==> src/rtl/persp_div.sv <==
// Perspective-correction divider: quot = num / den in signed Q(WIDTH-FRAC-1).FRAC,
// iterative restoring divider. Define PERSP_DIV_ROUND_EN for round-half-away-from-zero.
module persp_div #(
  parameter int WIDTH = 32,
  parameter int FRAC  = 16
) (
  input  logic             clk,
  input  logic             rst_n,
  input  logic             in_valid,
  output logic             in_ready,
  input  logic [WIDTH-1:0] num,
  input  logic [WIDTH-1:0] den,
  output logic             out_valid,
  input  logic             out_ready,
  output logic [WIDTH-1:0] quot,
  output logic             sat,
  output logic             divz
);

  localparam int N  = WIDTH + FRAC;
  localparam int CW = $clog2(N + 1);
  localparam logic [CW-1:0] LAST_STEP = CW'(N - 1);
  localparam logic [N:0]    Q_MAX     = {{(N-WIDTH+2){1'b0}}, {(WIDTH-1){1'b1}}};

  typedef enum logic [1:0] {IDLE, DIV, FIX, DONE} state_t;

  state_t            state;
  logic              sign;
  logic [N-1:0]      dq;     // dividend shifts out the MSB while quotient bits shift in
  logic [WIDTH-1:0]  rem;
  logic [WIDTH-1:0]  dsr;
  logic [CW-1:0]     cnt;

  logic [WIDTH-1:0]  mag_in;
  logic              den_nonpos;
  logic [WIDTH:0]    rem_sh;
  logic [WIDTH:0]    diff;
  logic [N:0]        q_rnd;
  logic              over;
  logic [WIDTH-1:0]  q_mag;
  logic [WIDTH-1:0]  quot_fix;

  assign in_ready  = (state == IDLE);
  assign out_valid = (state == DONE);

  // Two's-complement negate treated as unsigned: the most negative num maps to 2^(WIDTH-1).
  assign mag_in     = num[WIDTH-1] ? (~num + WIDTH'(1)) : num;
  assign den_nonpos = den[WIDTH-1] | (den == '0);

  assign rem_sh = {rem, dq[N-1]};
  assign diff   = rem_sh - {1'b0, dsr};

`ifdef PERSP_DIV_ROUND_EN
  logic round_up;
  assign round_up = ({rem, 1'b0} >= {1'b0, dsr});
  assign q_rnd    = {1'b0, dq} + {{N{1'b0}}, round_up};
`else
  assign q_rnd    = {1'b0, dq};
`endif

  assign over     = (q_rnd > Q_MAX);
  assign q_mag    = (divz || over) ? Q_MAX[WIDTH-1:0] : q_rnd[WIDTH-1:0];
  assign quot_fix = sign ? (~q_mag + WIDTH'(1)) : q_mag;

  // NOTE: all state below is updated with non-blocking assignments so every register
  // samples pre-edge values regardless of statement order.
  always_ff @(posedge clk or negedge rst_n) begin
    if (!rst_n) begin
      state <= IDLE;
      sign  <= 1'b0;
      dq    <= '0;
      rem   <= '0;
      dsr   <= '0;
      cnt   <= '0;
      quot  <= '0;
      sat   <= 1'b0;
      divz  <= 1'b0;
    end else begin
      case (state)
        IDLE: begin
          if (in_valid) begin
            sign  <= num[WIDTH-1];
            dq    <= {mag_in, {FRAC{1'b0}}};
            rem   <= '0;
            dsr   <= den;
            cnt   <= '0;
            sat   <= 1'b0;
            divz  <= den_nonpos;
            state <= den_nonpos ? FIX : DIV;
          end
        end
        DIV: begin
          // diff[WIDTH] is the borrow: set means the trial subtraction is restored.
          dq  <= {dq[N-2:0], ~diff[WIDTH]};
          rem <= diff[WIDTH] ? rem_sh[WIDTH-1:0] : diff[WIDTH-1:0];
          cnt <= cnt + CW'(1);
          if (cnt == LAST_STEP) state <= FIX;
        end
        FIX: begin
          quot  <= quot_fix;
          sat   <= divz | over;
          state <= DONE;
        end
        DONE: begin
          if (out_ready) state <= IDLE;
        end
        default: state <= IDLE;
      endcase
    end
  end

endmodule

==> config.mk <==
export PLATFORM = sky130hd
export DESIGN_NAME = persp_div
export DESIGN_NICKNAME = d
export VERILOG_FILES = /design/src/rtl/persp_div.sv
export SDC_FILE = /design/constraint.sdc
export NUM_CORES = 1
export LEC_CHECK = 0
export BUFFER_PORTS_ARGS = -buffer_cell sky130_fd_sc_hd__clkbuf_2
export CORE_MARGIN = 3
export CORE_UTILIZATION = 45
export CTS_CLUSTER_DIAMETER = 120
export DETAILED_ROUTE_END_ITERATION = 8
export GPL_TIMING_DRIVEN = 0
export PLACE_DENSITY = 0.75
export SYNTH_ARGS = -nofsm -noshare
export SYNTH_HDL_FRONTEND = slang
export SYNTH_SLANG_ARGS = --single-unit
==> constraint.sdc <==
create_clock -name clk -period 10.9 [get_ports clk]
set_input_delay 2.18 -clock clk [delete_from_list [all_inputs] [get_ports clk]]
set_output_delay 2.18 -clock clk [all_outputs]
set_load 0.05 [all_outputs]
**Yosys cells after proc, flatten, opt, wreduce, memory -nomap -nowiden**

Cells that the tools add are included.

- Register bits: 155
- Output and inout port bits: 36
- Word-level logic and storage cells: 52

- Add/sub/neg operators: 4
- Magnitude comparators: 1
- Equality and inequality tests: 7
- Mux-type cells: 17
- Bitwise logic cells: 5
- Reduce and logical (&&, ||, !) cells: 9

Operators with widths:

| operator | number |
|---|---|
| 32-bit two-way mux | 5 |
| 48-bit case mux with 2 select lines | 1 |
| 32-bit by 1-bit adder with 32-bit output (second input constant) | 2 |
| 32-bit NOT | 2 |
| 32-bit case mux with 2 select lines | 1 |
| 48-bit by 31-bit > comparator with 1-bit output (second input constant) | 1 |
| 48-bit two-way mux | 1 |
| 33-bit by 32-bit subtractor with 33-bit output | 1 |
| 32-bit zero test | 1 |
| 6-bit case mux with 2 select lines | 1 |
| 2-bit two-way mux | 4 |
| 2-bit case mux with 4 select lines | 1 |
| 6-bit by 1-bit adder with 6-bit output (second input constant) | 1 |
| 6-bit == test (second input constant) | 1 |
| 6-bit two-way mux | 1 |
| 2-bit AND reduction | 3 |
| 2-bit == test (second input constant) | 2 |
| 2-bit != test (second input constant) | 2 |
| 2-bit nonzero test | 2 |
| 3-bit AND reduction | 1 |
| 2-bit by 1-bit == test with 1-bit output (second input constant) | 1 |
| 2-bit zero test | 1 |
| 2-bit by 1-bit != test with 1-bit output (second input constant) | 1 |
| 1-bit bitwise OR | 2 |
| 4 further kinds | 4 |

**Depth between registers and ports, before layout**

Gate-level depths: netlist of the first run.

- Depth in word-level cells: 6
- Gate-level depth with buffers: 17

**Worst setup path before layout of the first run**

OpenSTA, ideal clock, no wires.

- Kind: input to register
- Start: input num[12]
- End: register dq[44]
- Library setup time: 136 ps
- Arrival time: 4382 ps
- Required time: 10764 ps
- Slack: 6382 ps
- Stages: 9
- Path buffers: 0
- Path through: or3_1 > or3_1 > or4_1 > or3_1 > o31ai_1 > xor2_1 > nor2_1 > a21oi_1 > o21ai_0

- Longest elaborated chain between the ends: 5

RTL lines:

| what | line | source |
|---|---|---|
| from (decl) | 11 | `input logic [WIDTH-1:0] num,` |
| 32-bit NOT | 47 | `assign mag_in = num[WIDTH-1] ? (~num + WIDTH'(1)) : num;` |
| 32-bit by 1-bit adder with 32-bit output | 47 |  |
| 32-bit two-way mux | 47 |  |
| 48-bit two-way mux | 81 | `if (in_valid) begin` |
| 48-bit case mux with 2 select lines | 79 | `case (state)` |
| to (signal assigned) | 83 | `dq <= {mag_in, {FRAC{1'b0}}};` |
| to (signal assigned) | 94 | `dq <= {dq[N-2:0], ~diff[WIDTH]};` |
| to (decl) | 29 | `logic [N-1:0] dq;` |

Every way passes these cells. The select of a mux whose other input is x is not followed.
A chain may end at the register's enable or synchronous reset.

**Worst setup path in the final report of the first run**

- Start: input num[2]
- End: register dq[44]

Same word-level chain as after synthesis.

==> flow_summary.ini, run 1 <==
[logic_synthesis]
synth_edf_count = 0
ys_seq_area_share_pct = 39.3
synth_area_sq_um = 9870
synth_area_per_cell_sq_um = 8.87
ys_types = 69
synth_seq_cells = 155
syn_inst = 1112
synthArstFlopShare_pct = 100
yosys_most_used_dff = dfrtp_1
yosysWarnings = 0
synth_nets = 1220

[power]
vdd_ir_drop_max_mv = 0.132
powerDensity_nw_per_um2 = 189
leakage_uw = 0.00501

[timing]
slew_headroom_pct = 36.5
worst_hold_slack_ps = 474
fin_crit_ps = 4720
rsz0062_at_grt = no
finalCritPeriodShare_pct = 43.3
report.final.setup_viol = 0
hold_violations = 0
skew_ps = 9.74
slew_violations = 0
fmax_ghz = 0.212
final.setup.tns_ps = 0
tightest_slew_ps = 928

[cts]
cts_setup_buffers = 0
cts_resized = 0
cts_hold_buf = 0
cts_max_path_buffers = 2
htreeDepth = 4
clk_pin_slew_ps = 60
cts_made_buffers = 17
clock_latency_ps = 430
cts_tree = yes
root_buffer = clkbuf_16
cts.sinks = 155

[global_routing]
grt_first_pass_wirelength_mm = 40.9
grt_pass1_vias = 8282
grt_overflow = 0
grtUsageTotal_pct = 20.8
antenna_found_initial = 0
grt_max_degree = 114

[die]
pin_count = 104
die_x_microns = 154
dieArea_sq_um = 23700
row_count = 53
coreArea_sq_um = 21300
die_h_microns = 154
start_util_pct = 46.4

[final_layout]
nNetsFinal = 1343
insertedDiodeCount = 0
mostFrequentLayoutCells = dfrtp_1, nand2_1, nor2_1, o21ai_0, clkbuf_2
syn2layout_area_growth_pct = 15.6
instances_no_fill = 1523
mostFrequentLayoutCell = dfrtp_1
final_layout_size_suffix_gt1_share_pct = 16.7

[run_status]
status = complete, no violations

[critical_path]
cp.required_ps = 11180
crit_fanout = 6
crit_type = input pin to register
slowest_stage = or4_1
r2r-end = quot[28]
crit_buf_inv = 1
critical-path-top-delay-family = simple AND/OR/NAND/NOR gates
slowest_delay_ps = 640
cp.arrival_ps = 5000
crit_chain = clkbuf_2, nor3_1, nand4_1, or4_1, or3_1, o31ai_1, xor2_1, nor2_1, a21oi_1, o21ai_0
reg2reg_from = dq[36]
start_kind = input pin
end_kind = register
reg2regPathDepth = 16
reg2reg_slack_ps = 6380

[detailed_routing]
wl_mm = 25.2
vias = 8778
drtIter0Drc = 511
dr.pass1.iters = 6
viasPerCell = 5.76
drcViolationCount = 0
routedWlPerCell_microns = 16.6
antenna_left = 0

[placed_design]
hpwl_mm = 18.5
gp_congestion = 0.939
io_buffers = 103
placedCellCount = 1491

[flow_run]
cap_violations = 0

[worst_hold_path]
hold-path-cell-count = 1
hp-start = quot[25]
hold_class = register to register
whs_endpoint = quot[25]
-- metal layers --
layer / vias up / GRT usage (%) / wire length, microns
met5: - / 0 / 0
met4: 0 / 4.88 / 309
met3: 22 / 4.08 / 1370
met2: 245 / 34.7 / 12100
met1: 4263 / 28.0 / 11400
li1: 4248 / - / -
-- cells in the mapped netlist (12+ instances only) --
cell type  count  area share [%]
dfrtp_1      155              39
nand2_1      113             4.3
nor2_1       109             4.1
o21ai_0      109             5.5
a21oi_1       78             4.0
inv_1         55             2.1
clkbuf_1      46             1.7
xor2_1        41             3.6
mux2_2        40             4.6
ha_1          39             4.9
mux2i_1       32             3.2
xnor2_1       27             2.4
nor3_1        21             1.1
nor4_1        17             1.1
a22o_1        16             1.4
a21o_1        15             1.1
nand4_1       13            0.82
a211oi_1      12            0.91
o31ai_1       12            0.91
-- sequential cells by signal (all words and copies together), names as in the netlist --
name,cells
dq,48
state,2
divz,1
cnt,6
sat,1
dsr,32
sign,1
rem,32
quot,32
-- worst max path at each step --
stage	start	end	slack (ps)	cells past startpoint
4_1_cts	num[2]	dq[44]	6240	10
3_3_place_gp	rst_n	dsr[15]	4950	1
6_report	num[2]	dq[44]	6180	10
3_5_place_dp	num[2]	dq[44]	5790	10
5_1_grt	num[4]	dq[44]	6000	10
2_1_floorplan	num[12]	dq[44]	6380	9
-- stage by stage --
step                      power, uW  util [%]  setup WS [ps]  cell area (sq um)
after global routing           2280      53.6           6000              11400
final                          2160      53.6           6180              11400
after detailed placement       1510      50.6           5790              10800
after floorplan                1320         -           6380               9870
after CTS                      2160      53.6           6240              11400
after global placement         1480      50.4           4950              10700
-- where the power goes --
group          internal (uW)  total [uW]  switching (uW)
clock                    397         645             248
sequential               683         830             146
combinational            308         682             374
-- layout make-up --
type / count / area, sq um
Multi-Input combinational cell: 846 / 5510
Sequential cell: 155 / 3880
Clock inverter: 13 / 189
Tap cell: 275 / 344
Inverter: 55 / 206
Buffer: 56 / 268
Fill cell: 1950 / 9880
Timing Repair Buffer: 104 / 552
Clock buffer: 19 / 453
-- logic make-up (layout without fill, tap and decap cells) --
group	count (synthesis)	after routing	share of synthesized area (%)
AO/OA/AOI/OAI	319	319	20.3
XOR/XNOR	68	68	6.04
adder cells (fa/ha/maj)	40	40	5.15
buffers and inverters	111	247	4.81
flip-flops	155	155	39.3
multiplexers	72	72	7.81
AND/OR/NAND/NOR	347	347	16.6
-- worst register-to-register path: cells and delay by family, from the launching register on --
| kind | cells | cell delay [ps] |
|---|---|---|
| compound gates | 2 | 580 |
| xor+xnor | 1 | 170 |
| fa+ha+maj | 1 | 250 |
| simple gates | 8 | 2280 |
| flops | 1 | 410 |
| buf+inv | 4 | 710 |
Note: power is estimated with default switching activity, not from simulation.
==> run 2: changes to the inputs <==
Settings changed: PLACE_DENSITY 0.75 to 0.77.
Clock period 10.9 ns to 4.1 ns, I/O delays scaled along.
==> flow_summary.ini, run 2 (synthesis results as in run 1) <==
[global_routing]
grt_overflow = 0
antenna_found_initial = 0
grtUsageTotal_pct = 21.1
grt_max_degree = 114
grt_pass1_vias = 8508
grt_first_pass_wirelength_mm = 41.6

[die]
row_count = 53
dieArea_sq_um = 23700
die_h_microns = 154
die_x_microns = 154
pin_count = 104
start_util_pct = 46.4
coreArea_sq_um = 21300

[final_layout]
nNetsFinal = 1343
largest_register_ff_count = 48
insertedDiodeCount = 0
final_layout_size_suffix_gt1_share_pct = 18.2
syn2layout_area_growth_pct = 16.4
instances_no_fill = 1523
mostFrequentLayoutCell = dfrtp_1
regMostFlops = dq
mostFrequentLayoutCells = dfrtp_1, nand2_1, o21ai_0

[power]
switching_share_pct = 36.7
p_comb_share_pct = 32.3
powerDensity_nw_per_um2 = 492
leakage_uw = 0.00501
vdd_ir_drop_max_mv = 0.325
total_power_uw = 5650
power_frac_clock_pct = 28.6
p_sw_uw = 2070
internal_power_uw = 3570
power_frac_seq_pct = 39.1

[detailed_routing]
drtIter0Drc = 618
drcViolationCount = 0
viasPerCell = 5.79
vias = 8818
routedWlPerCell_microns = 16.5
dr.pass1.iters = 5
antenna_left = 0
wl_mm = 25.1

[critical_path]
end_kind = register
start_kind = register
cp.required_ps = 4390
cp.arrival_ps = 4260
crit_path_start = divz
crit_fanout = 10
reg2reg_slack_ps = 130
reg2reg_from = divz
crit_type = register to register

[cts]
cts_made_buffers = 17
cts_tree = yes
clk_pin_slew_ps = 70
cts.sinks = 155
htreeDepth = 4
clock_latency_ps = 430
root_buffer = clkbuf_16
cts_max_path_buffers = 2

[flow_run]
cap_violations = 0

[placed_design]
hpwl_mm = 18.6
gp_congestion = 0.948
io_buffers = 103
placedCellCount = 1491

[timing]
worst_hold_slack_ps = 307
hold_violations = 0
slew_headroom_pct = 39.4
slew_violations = 0
report.final.setup_viol = 0
finalCritPeriodShare_pct = 96.7
fin_crit_ps = 3970
skew_ps = 9.21
fmax_ghz = 0.252
tightest_slew_ps = 887

[worst_hold_path]
hold_class = input pin to async pin

[run_status]
status = complete, no violations
==> run 2: cell types whose count changed in the layout (fill, tap and decap cells not counted), moves of 2 or more <==
cell / before / now
a21oi_1: 78 / 75
buf_4: 2 / 5
nor4_1: 17 / 14
nor4_2: 0 / 3
a21oi_2: 0 / 2
buf_2: 2 / 0
bufinv_16: 4 / 2
clkbuf_1: 46 / 44
clkinv_4: 1 / 3
o41ai_1: 6 / 4
or2_4: 0 / 2
==> run 2: power groups by stage <==
| stage | Combinational [uW] | Clock, uW | Sequential [uW] |
|---|---|---|---|
| 4_1_cts | 1810 | 1630 | 2190 |
| 5_1_grt | 2040 | 1700 | 2250 |
| 3_3_place_gp | 1740 | 0 | 2200 |
| 6_report | 1820 | 1610 | 2210 |
| 3_5_place_dp | 1790 | 0 | 2210 |
| 2_1_floorplan | 1430 | 0 | 2090 |
==> run 2: worst paths after layout <==
kind | to | cells past startpoint
setup reg to reg | quot[22] | 15
setup / recovery | quot[22] | 15
min in group clk | quot[25] | 1
hold / removal | quot[30] | 1
max in group asynchronous | dq[7] | 2
hold reg to reg | quot[25] | 1
==> run 2: metal layers <==
layer	share of wire [%]	wire, microns	track usage [%]
met1	43	10900	28.1
met2	48	12200	35.2
met3	5.9	1480	4.11
met4	2.2	561	5.72
met5	0	0	0
==> run 2: worst max-delay path, stage by stage (launching register included) <==
cell      delay [ps]
dfrtp_1          420
nor4_2           320
nand4_1          250
or2_4            340
clkbuf_8         170
buf_6            150
nor2_4           150
ha_4             170
nand2_2           60
or2_4            250
or3_4            340
or4_4            510
o21a_4           270
a21oi_2          120
o32a_1           210
a21oi_1           80
==> run 2: stage by stage <==
stage / setup WS, ps / area (sq um) / setup TNS [ps] / util (%)
after floorplan: 261 / 9870 / 0 / -
after global placement: -487 / 10700 / -74670 / 50.4
after detailed placement: -414 / 10800 / -2170 / 50.6
after CTS: 27.7 / 11400 / 0 / 53.7
after global routing: -1.89 / 11500 / -1.89 / 54.0
final: 135 / 11500 / 0 / 54.0
==> run 2: timing repair <==
action	in CTS	in global routing
setup buffers	0	2
resized for setup	12	11
endpoints found under the setup margin	11	29
pin swaps	3	6
hold buffers	0	0
cloned	0	0
hold endpoints to repair	0	0
==> run 2: layout make-up <==
| type | instances | area [sq um] |
|---|---|---|
| Multi-Input combinational cell | 846 | 5630 |
| Sequential cell | 155 | 3880 |
| Fill cell | 1907 | 9800 |
| Clock inverter | 14 | 161 |
| Inverter | 55 | 206 |
| Timing Repair Buffer | 106 | 567 |
| Buffer | 54 | 265 |
| Clock buffer | 18 | 439 |
| Tap cell | 275 | 344 |
==> run 3: changes to the inputs <==
Settings changed: ABC_AREA set to 1.
==> flow_summary.ini, run 3 <==
[power]
p_sw_uw = 6220
total_power_uw = 11500
vdd_ir_drop_max_mv = 0.342
internal_power_uw = 5280
powerDensity_nw_per_um2 = 942
switching_share_pct = 54.1
power_frac_seq_pct = 24.0
p_comb_share_pct = 62.1
leakage_uw = 0.00592
power_frac_clock_pct = 13.9

[timing]
final.setup.tns_ps = 0
rsz0062_at_grt = no
finalCritPeriodShare_pct = 83.0
hold_violations = 0
slew_violations = 0
tightest_slew_ps = 742
report.final.setup_viol = 0
slew_headroom_pct = 50.3
fmax_ghz = 0.294
skew_ps = 16.3
fin_ws_ps = 698
fin_crit_ps = 3400

[logic_synthesis]
yosysWarnings = 0
synth_seq_cells = 155
ys_types = 49
synth_area_leaders = dfrtp_1, nand2_1, o21ai_0, inv_1, nor2_1
syn_inst = 1535
synth_nets = 1643
yosysTopAreaCell = dfrtp_1
synth_top_area_share_pct = 36.3
synth_area_sq_um = 10700
ys_seq_area_share_pct = 36.3
synthArstFlopShare_pct = 100
synth_commonest_cells = nand2_1, inv_1, o21ai_0
synth.most_common_cell = nand2_1
yosys_most_used_dff = dfrtp_1
synth_area_per_cell_sq_um = 6.96
synth_edf_count = 0

[cts]
cts_setup_buffers = 0
cts_max_path_buffers = 2
cts_hold_buf = 0
cts.sinks = 155
clock_latency_ps = 440
clk_pin_slew_ps = 80
cts_resized = 0
cts_made_buffers = 17
cts_tree = yes
htreeDepth = 4
root_buffer = clkbuf_16

[die]
pin_count = 104
die_x_microns = 160
row_count = 55
dieArea_sq_um = 25600
die_h_microns = 160
coreArea_sq_um = 23000
start_util_pct = 46.5

[detailed_routing]
dr.pass1.iters = 5
viasPerCell = 5.47
drcViolationCount = 0
routedWlPerCell_microns = 16.5
wl_mm = 32.8
antenna_left = 0
drtIter0Drc = 1004
vias = 10900

[final_layout]
mostFrequentLayoutCell = nand2_1
syn2layout_area_growth_pct = 14.3
largest_register_ff_count = 48
design_area_sq_um = 12200
nNetsFinal = 1766
regArea_sq_um = 3880
regMostFlops = dq
nFillCells = 2268
final_layout_size_suffix_gt1_share_pct = 11.5
multi_input_area_sq_um = 5830
mostFrequentLayoutCells = nand2_1, inv_1, o21ai_0

[placed_design]
dpl_cell_area_sq_um = 11600
pre_cts_slack_ps = 786
gp_congestion = 1.00
io_buffers = 103
hpwl_mm = 25.2

[critical_path]
crit_chain = nor2_2, inv_1, nor2_2, nand2_4, nor2_8, nand2_4, buf_6, clkbuf_1, nor2_1, ha_1, nand2_1, nor2_1, nand2_1, nor2_2, nand3_2, nand2_4, buf_8, nand3_1, nand3_1, nand2_1
cp.required_ps = 4420
reg2reg_from = dq[44]
crit_fanout = 10
reg2regPathDepth = 20
reg2reg_slack_ps = 700
crit_type = register to register
r2r-end = quot[18]
end_kind = register
slowest_delay_ps = 420
start_kind = register
cp.arrival_ps = 3730
slowest_stage = dfrtp_1

[global_routing]
antenna_found_initial = 1
grt_overflow = 0
grt_first_pass_wirelength_mm = 52.7
grt_pass1_vias = 10500
grtUsageTotal_pct = 25.4
grt_max_degree = 96

[run_status]
status = complete, no violations

[flow_run]
cap_violations = 0

[worst_hold_path]
hold_class = input pin to async pin
run 3: changes by cell type after synthesis, moves of 16 or more:
cell	change
o21ai_0	+52
inv_1	+133
mux2_2	-40
o211ai_1	+16
xor2_1	-18
nand2_1	+285
nor2_1	+31
o22ai_1	+16
nand3_1	+94
mux2i_1	-32
run 3: per-stage QoR:
step                utilization [%]  hold WS, ps  instances
floorplan                         -          453       1535
global placement               50.4          466       1951
detailed placement             50.6          465       1952
CTS                            53.1          366       1984
global route                   53.1          386       1985
finish                         53.1          346       1985
run 3: worst max-delay path: cells and delay by family (launching register included):
kind / cells / cell delay (ps)
adder cells (fa/ha/maj): 1 / 220
flip-flops: 1 / 420
buffers and inverters: 4 / 630
AND/OR/NAND/NOR: 15 / 1990
run 3: power groups by stage:
stage	combinational (uW)	sequential, uW	clock [uW]
2_1_floorplan	4640	3190	0
5_1_grt	7940	2830	1680
3_5_place_dp	7030	2760	0
4_1_cts	7060	2740	1610
6_report	7140	2760	1600
3_3_place_gp	6890	2740	0
run 3: logic make-up (layout without fill, tap and decap cells):
| group | after synthesis | count (layout) | share of synthesized area, % |
|---|---|---|---|
| AO/OA/AOI/OAI | 312 | 312 | 16.0 |
| XOR/XNOR | 44 | 44 | 3.61 |
| adder cells (fa/ha/maj) | 40 | 40 | 4.76 |
| buffers and inverters | 248 | 384 | 9.10 |
| flip-flops | 155 | 155 | 36.3 |
| other | 0 | 1 | 0 |
| AND/OR/NAND/NOR | 736 | 736 | 30.2 |
run 3: routing by layer:
| metal | vias to the layer above | global-route usage, % | part of all wire [%] |
|---|---|---|---|
| met5 | - | 0 | 0 |
| met4 | 0 | 9.51 | 3.3 |
| met3 | 94 | 4.07 | 6.9 |
| met2 | 454 | 42.7 | 47 |
| met1 | 5033 | 32.9 | 43 |
| li1 | 5270 | - | - |
run 3: worst max-delay path by stage:
| stage | start | end | slack (ps) |
|---|---|---|---|
| global route | dq[44] | quot[26] | 440 |
| global placement | rst_n | dsr[25] | -500 |
| floorplan | divz | quot[30] | 1250 |
| finish | dq[44] | quot[18] | 700 |
| detailed placement | dq[45] | quot[26] | 790 |
| CTS | dq[44] | quot[26] | 740 |
run 3: cell type report:
class	instances	area share, %
Multi-Input combinational cell	1132	47.8
Tap cell	313	3.21
Antenna cell	1	0.0205
Inverter	195	6.00
Clock buffer	17	3.48
Sequential cell	155	31.8
Clock inverter	15	1.28
Timing Repair Buffer	104	4.52
Buffer	53	1.97
